`src/rtl/cpu_pkg.sv`:
```
// Shared CPU types and constants for the register-file write path.
// Contents: reg_addr_t / word_t typedefs, register count, and the
// hard-wired zero register index.
package cpu_pkg;

    typedef logic [4:0]  reg_addr_t;
    typedef logic [31:0] word_t;

    localparam int        NUM_REGS = 32;
    localparam reg_addr_t REG_ZERO = 5'd0;

endpackage

```
`src/rtl/decoder_5_to_32.sv`:
```
// One-hot decoder from a 5-bit register address to a 32-bit vector.
// Ports:
//   ena    - when low the output is all zeros
//   addr   - register address to decode
//   onehot - single bit set at position addr (if ena)
module decoder_5_to_32
    import cpu_pkg::*;
(
    input  logic                ena,
    input  reg_addr_t           addr,
    output logic [NUM_REGS-1:0] onehot
);

    always_comb begin
        onehot = '0;
        if (ena) begin
            onehot[addr] = 1'b1;
        end
    end

endmodule

```
`src/rtl/regfile_scoreboard.sv`:
```
// Pending-write scoreboard for the 32-entry register file.
// One bit per register marks an outstanding write; x0 never goes pending.
// Ports:
//   clk, rst            - clock, async active-high reset
//   set_ena, set_addr   - mark a register pending (issue)
//   clr_ena, clr_addr   - retire a register (register file commit)
//   rd_addr0, rd_addr1  - decode read addresses
//   busy0, busy1        - pending status of the addressed registers
module regfile_scoreboard
    import cpu_pkg::*;
(
    input  logic      clk,
    input  logic      rst,
    input  logic      set_ena,
    input  reg_addr_t set_addr,
    input  logic      clr_ena,
    input  reg_addr_t clr_addr,
    input  reg_addr_t rd_addr0,
    input  reg_addr_t rd_addr1,
    output logic      busy0,
    output logic      busy1
);

    logic [NUM_REGS-1:0] pending;
    logic [NUM_REGS-1:0] pending_next;
    logic [NUM_REGS-1:0] set_vec;
    logic [NUM_REGS-1:0] clr_vec;

    decoder_5_to_32 u_set_dec (
        .ena    (set_ena),
        .addr   (set_addr),
        .onehot (set_vec)
    );

    decoder_5_to_32 u_clr_dec (
        .ena    (clr_ena),
        .addr   (clr_addr),
        .onehot (clr_vec)
    );

    // Clear is applied first so a re-issue to the register being committed
    // on the same edge keeps it pending for the newer instruction.
    always_comb begin
        pending_next           = (pending & ~clr_vec) | set_vec;
        pending_next[REG_ZERO] = 1'b0;
    end

    always_ff @(posedge clk or posedge rst) begin
        if (rst) begin
            pending <= '0;
        end else begin
            pending <= pending_next;
        end
    end

    assign busy0 = pending[rd_addr0];
    assign busy1 = pending[rd_addr1];

endmodule

```
`src/rtl/regfile_writeback.sv`:
```
// Write-side controller for the 32x32 register file.
// Arbitrates ALU and load-unit results (load has priority, ALU gets a
// forced grant after STARVE_LIMIT stalled cycles), registers the winner
// onto the write channel, drops x0 writes, and tracks pending writes.
// Ports:
//   clk, rst                       - clock, async active-high reset
//   issue_valid, issue_rd          - destination of a newly issued instruction
//   alu_valid/ready/rd/data        - ALU writeback handshake
//   mem_valid/ready/rd/data        - load writeback handshake
//   wr_ena, wr_addr, wr_data       - registered register file write channel
//   rd_addr0/1, busy0/1            - hazard query for decode
module regfile_writeback
    import cpu_pkg::*;
#(
    parameter int STARVE_LIMIT = 4
) (
    input  logic      clk,
    input  logic      rst,
    input  logic      issue_valid,
    input  reg_addr_t issue_rd,
    input  logic      alu_valid,
    output logic      alu_ready,
    input  reg_addr_t alu_rd,
    input  word_t     alu_data,
    input  logic      mem_valid,
    output logic      mem_ready,
    input  reg_addr_t mem_rd,
    input  word_t     mem_data,
    output logic      wr_ena,
    output reg_addr_t wr_addr,
    output word_t     wr_data,
    input  reg_addr_t rd_addr0,
    input  reg_addr_t rd_addr1,
    output logic      busy0,
    output logic      busy1
);

    localparam int              CNT_W   = $clog2(STARVE_LIMIT + 1);
    localparam logic [CNT_W-1:0] CNT_MAX = CNT_W'(STARVE_LIMIT);

    logic [CNT_W-1:0] starve_cnt;
    logic             force_alu;
    logic             alu_xfer;
    logic             mem_xfer;

    assign force_alu = (starve_cnt == CNT_MAX);

    // The rst term only matters for alu_ready; the counter is already zero
    // in reset so mem_ready is 1 without it, but it is kept for symmetry.
    assign alu_ready = rst || !mem_valid || force_alu;
    assign mem_ready = rst || !(force_alu && alu_valid);

    // Mutually exclusive by construction: when both are valid exactly one
    // of the readies is high.
    assign alu_xfer = alu_valid && alu_ready;
    assign mem_xfer = mem_valid && mem_ready;

    always_ff @(posedge clk or posedge rst) begin
        if (rst) begin
            starve_cnt <= '0;
        end else if (alu_xfer) begin
            starve_cnt <= '0;
        end else if (alu_valid && (starve_cnt != CNT_MAX)) begin
            starve_cnt <= starve_cnt + CNT_W'(1);
        end
    end

    always_ff @(posedge clk or posedge rst) begin
        if (rst) begin
            wr_ena  <= 1'b0;
            wr_addr <= REG_ZERO;
            wr_data <= '0;
        end else if (mem_xfer && (mem_rd != REG_ZERO)) begin
            wr_ena  <= 1'b1;
            wr_addr <= mem_rd;
            wr_data <= mem_data;
        end else if (alu_xfer && (alu_rd != REG_ZERO)) begin
            wr_ena  <= 1'b1;
            wr_addr <= alu_rd;
            wr_data <= alu_data;
        end else begin
            wr_ena  <= 1'b0;
        end
    end

    regfile_scoreboard u_scoreboard (
        .clk      (clk),
        .rst      (rst),
        .set_ena  (issue_valid),
        .set_addr (issue_rd),
        .clr_ena  (wr_ena),
        .clr_addr (wr_addr),
        .rd_addr0 (rd_addr0),
        .rd_addr1 (rd_addr1),
        .busy0    (busy0),
        .busy1    (busy1)
    );

endmodule

```
`config.mk`:
```
export PLATFORM = sky130hd
export DESIGN_NAME = regfile_writeback
export DESIGN_NICKNAME = d
export VERILOG_FILES = /design/src/rtl/cpu_pkg.sv /design/src/rtl/decoder_5_to_32.sv /design/src/rtl/regfile_scoreboard.sv /design/src/rtl/regfile_writeback.sv
export SDC_FILE = /design/constraint.sdc
export NUM_CORES = 1
export LEC_CHECK = 0
export ABC_CLOCK_PERIOD_IN_PS = 3100
export CELL_PAD_IN_SITES_DETAIL_PLACEMENT = 0
export CELL_PAD_IN_SITES_GLOBAL_PLACEMENT = 1
export CORE_AREA = 4 4 151 95
export DETAILED_ROUTE_END_ITERATION = 8
export DIE_AREA = 0 0 155 99
export PLACE_DENSITY = 0.82
export SLEW_MARGIN = 20
export SYNTH_ARGS = -nofsm -noshare
export SYNTH_HDL_FRONTEND = slang
export SYNTH_SLANG_ARGS = --single-unit
```
`constraint.sdc`:
```
create_clock -name clk -period 3.1 [get_ports clk]
set_input_delay 0.62 -clock clk [delete_from_list [all_inputs] [get_ports clk]]
set_output_delay 0.62 -clock clk [all_outputs]
set_load 0.02 [all_outputs]
```
==> results.tsv <==
stage	metric	value	unit
run_status	result_of_the_run	complete, no violations	
synth	register_bit_total_from_synthesis	72	
timing	final-max-slew-violation-count	0	
clock_network	post_cts_hold_buffer_count	0	
floorplan	fp.dieArea	15300	um2
setup_path	cp_delay_by_family_top	buffers and inverters	
synth	ys_top_cells_by_area	sky130_fd_sc_hd__dfrtp_1 (45%), sky130_fd_sc_hd__mux2_2 (12%), sky130_fd_sc_hd__mux2_4 (10%)	
floorplan	overall_die_height	99	um
floorplan	start_util	0.316	
setup_path	critical_path_required	2.48	ns
timing	worst_case_headroom_to_the_max_slew_limit	0.394	
setup_path	worst_path_most_repeated_cell	sky130_fd_sc_hd__clkdlybuf4s50_1	
pwr	leakagePower	2.44	nW
global_routing	first_global_vias	3688	
timing	final_count_of_hold_timing_violations	0	
synth	syn-cell-area	4040	um2
route	postRouteAntennaNets	0	
setup_path	critPathMaxFanout	8	
setup_path	crit_path_cell_trace	clkdlybuf4s50_1 -> nand4b_1 -> clkdlybuf4s50_1	
timing	clock.fmax	0.360	GHz
route	vias_per_std_cell	5.17	
floorplan	core_area	12800	um2
synth	synthesis.nets	439	
synth	synth_edf_count	0	
route	dr.pass1.iters	4	
clock_network	cts_max_level	3	
pwr	power_report.internal_total	2.58	mW
pwr	power.net_switching	1.14	mW
global_routing	global_route_wire_length_before_repair	20.4	mm
clock_network	path_clk_slew	0.05	ns
synth	synth_async_sr_flop_share	1.00	
synth	yosys.cell_types.count	37	
place	gp_congestion	0.860	
route	drc_errors	0	
synth	ys_warn_count	0	
synth	synth_sequential_area_ratio	0.446	
setup_path	critPathMaxStageDelay	0.63	ns
clock_network	postCtsSetupRepairBufs	0	
place	place.port_buffers	135	
clock_network	cts_buffer_depth	2	
floorplan	i_o_pin_count	136	
timing	rsz0062_at_grt	no	
final_layout	total_area_of_multi_input_combinational_cells	2130	um2
pwr	power_per_cell_area	620	nW/um2
timing	finClkSkew	0.00586	ns
floorplan	die_width	155	um
pwr	total_power	3.73	mW
global_routing	initial_antenna_violation_count	0	
final_layout	nNetsFinal	580	
pwr	irDropWorstVdd	0.271	mV
synth	synth.avg_cell_area	11.8	um2
setup_path	crit_cells	3	
global_routing	global_route_usage_over_all_layers	0.169	
setup_path	worstRegToRegCells	7	
clock_network	cts_tree	yes	
final_layout	final-seq-area	1800	um2
route	detail_route.iter0.violations	226	
pwr	netSwitchingFraction	0.306	
timing	tightestPinTransition	0.909	ns
final_layout	antenna_cells	0	
synth	synth_ff_type	sky130_fd_sc_hd__dfrtp_1	
timing	finalCritPeriodShare	0.897	
run	max_cap_viol_count	0	
global_routing	global_route.overflow_total	0	
setup_path	timing.critical_path.buf_inv	2	
timing	period_minus_slack	2.78	ns
synth	synth_largest_type_area_fraction	0.446	
setup_path	worst_ep_arrival_time	2.16	ns
final_layout	synthToLayoutAreaGrowth	48.7	%
final_layout	drive_above_1_share	0.235	
place	detailed_place_hpwl	9.32	mm
global_routing	maximum_number_of_pins_on_one_net_before_global_route_repair	74	
clock_network	clock_sinks	72	
pwr	clock_power_frac	0.330	
worst_hold_path	min_path_cells	1	
route	avgRoutedWirePerCell	19.1	um
timing	setup_viol_count_final	0	
place	pre_cts_slack	-0.243	ns
pwr	combinational_share_of_power	0.282	
setup_path	critPathSlowestCell	sky130_fd_sc_hd__clkdlybuf4s50_1	
timing	setup_slack	0.319	ns
clock_network	tritoncts_buffers	9	
synth	syn-instance-count	343	
route	route.vias.total	3407	
route	totalWireLength	12.6	mm
setup_path	crit_path_end_kind	output pin	
clock_network	worst_skew_pair.late_latency	0.34	ns
setup_path	type_of_the_setup_path_with_the_least_slack	input pin to output pin	
final_layout	layout.filler_cells	1148	
pwr	power.sequential.fraction	0.388	
floorplan	rows	32	
setup_path	worstSetupStartpointType	input pin	
worst_hold_path	hold_class	flip-flop to flip-flop	
clock_network	cts_root_buf	sky130_fd_sc_hd__clkbuf_16	
synth	cell_accounting_for_the_most_synthesized_area	sky130_fd_sc_hd__dfrtp_1	
state kept, by name, indices dropped and copies added (netlist names):
signal,flops
wr_ena,1
u_scoreboard.pending,31
wr_data,32
wr_addr,5
starve_cnt,3
per-stage QoR:
step | utilization | instances | area (um2) | setup TNS [ns] | hold WS (ns)
3_5_place_dp | 0.442 | 643 | 5640 | -0.459 | 0.492
6_report | 0.470 | 659 | 6010 | 0 | 0.507
3_3_place_gp | 0.442 | 643 | 5640 | -0.366 | 0.493
2_1_floorplan | - | 343 | 4040 | 0 | 0.481
4_1_cts | 0.469 | 659 | 5990 | 0 | 0.510
5_1_grt | 0.470 | 659 | 6010 | 0 | 0.527
area by class of cell:
| class | count | area share |
|---|---|---|
| Multi-Input combinational cell | 248 | 0.354 |
| Sequential cell | 72 | 0.300 |
| Timing Repair Buffer | 147 | 0.247 |
| Clock buffer | 10 | 0.0398 |
| Tap cell | 170 | 0.0354 |
| Clock inverter | 6 | 0.0192 |
| Inverter | 6 | 0.00438 |
synth_stat cells, types with 3 or more instances:
master	n
sky130_fd_sc_hd__dfrtp_1	72
sky130_fd_sc_hd__o21ai_0	64
sky130_fd_sc_hd__mux2_2	42
sky130_fd_sc_hd__mux2_4	28
sky130_fd_sc_hd__mux2i_1	19
sky130_fd_sc_hd__nand3_1	14
sky130_fd_sc_hd__nand3b_1	10
sky130_fd_sc_hd__nor2_1	9
sky130_fd_sc_hd__clkbuf_1	8
sky130_fd_sc_hd__nand2_1	7
sky130_fd_sc_hd__a21oi_1	6
sky130_fd_sc_hd__inv_1	6
sky130_fd_sc_hd__mux4_2	6
sky130_fd_sc_hd__nand2b_1	5
sky130_fd_sc_hd__or3b_2	5
sky130_fd_sc_hd__a22oi_1	4
sky130_fd_sc_hd__buf_6	4
sky130_fd_sc_hd__nor2b_1	4
sky130_fd_sc_hd__nand4_1	3
sky130_fd_sc_hd__or4_1	3
cells in the final DEF, fill, tap and decap left out, types with 6 or more instances in the layout:
cell type and count:
sky130_fd_sc_hd__a21oi_1 6, sky130_fd_sc_hd__mux2_2 42, sky130_fd_sc_hd__buf_4 9, sky130_fd_sc_hd__dfrtp_1 72
sky130_fd_sc_hd__mux2i_1 18, sky130_fd_sc_hd__nand2_1 7, sky130_fd_sc_hd__nand3_1 14, sky130_fd_sc_hd__clkdlybuf4s50_1 128
sky130_fd_sc_hd__o21ai_0 64, sky130_fd_sc_hd__nor2_1 9, sky130_fd_sc_hd__mux2_4 28, sky130_fd_sc_hd__mux4_2 6
sky130_fd_sc_hd__clkbuf_16 9, sky130_fd_sc_hd__nand3b_1 10
worst paths after layout:
path / to / startpoint / slack (ns)
setup / recovery: mem_ready / alu_valid / 0.32
hold reg to reg: wr_data[6]$_DFFE_PP0P_ / wr_data[6]$_DFFE_PP0P_ / 0.51
hold / removal: wr_data[6]$_DFFE_PP0P_ / wr_data[6]$_DFFE_PP0P_ / 0.51
max in group asynchronous: u_scoreboard.pending[9]$_DFF_PP0_ / rst / 1.51
setup reg to reg: wr_data[12]$_DFFE_PP0P_ / starve_cnt[0]$_DFFE_PP0P_ / 1.01
min in group asynchronous: u_scoreboard.pending[18]$_DFF_PP0_ / rst / 1.01
timing repair:
action / CTS / global route
gates resized for setup: 4 / 5
endpoints found under the setup margin: 2 / 2
cloned: 0 / 0
kinds of logic after synthesis:
| kind of cell | count (synthesis) | share of synthesized area |
|---|---|---|
| adder cells (fa/ha/maj) | 2 | 0.00619 |
| multiplexers | 95 | 0.302 |
| AND/OR/NAND/NOR | 64 | 0.0926 |
| flip-flops | 72 | 0.446 |
| AO/OA/AOI/OAI | 87 | 0.123 |
| buffers and inverters | 23 | 0.0304 |
power by group through the flow:
stage               sequential (mW)  clock (mW)  combinational [mW]
global placement               1.43           0                1.02
detailed placement             1.44           0                1.05
CTS                            1.43        1.25                1.05
finish                         1.44        1.23                1.05
global route                   1.48        1.29                1.15
floorplan                      1.41           0               0.558
per-layer routing:
metal  vias to the layer above  part of all wire  global-route usage  wire, um
li1                       1570                 -                   -         -
met1                      1666              0.45               0.229      5610
met2                       159              0.43               0.248      5420
met3                        12              0.11              0.0812      1430
met4                         0            0.0077              0.0292        97
met5                         -                 0                   0         0
No activity file was read; power rests on OpenSTA's default activity.
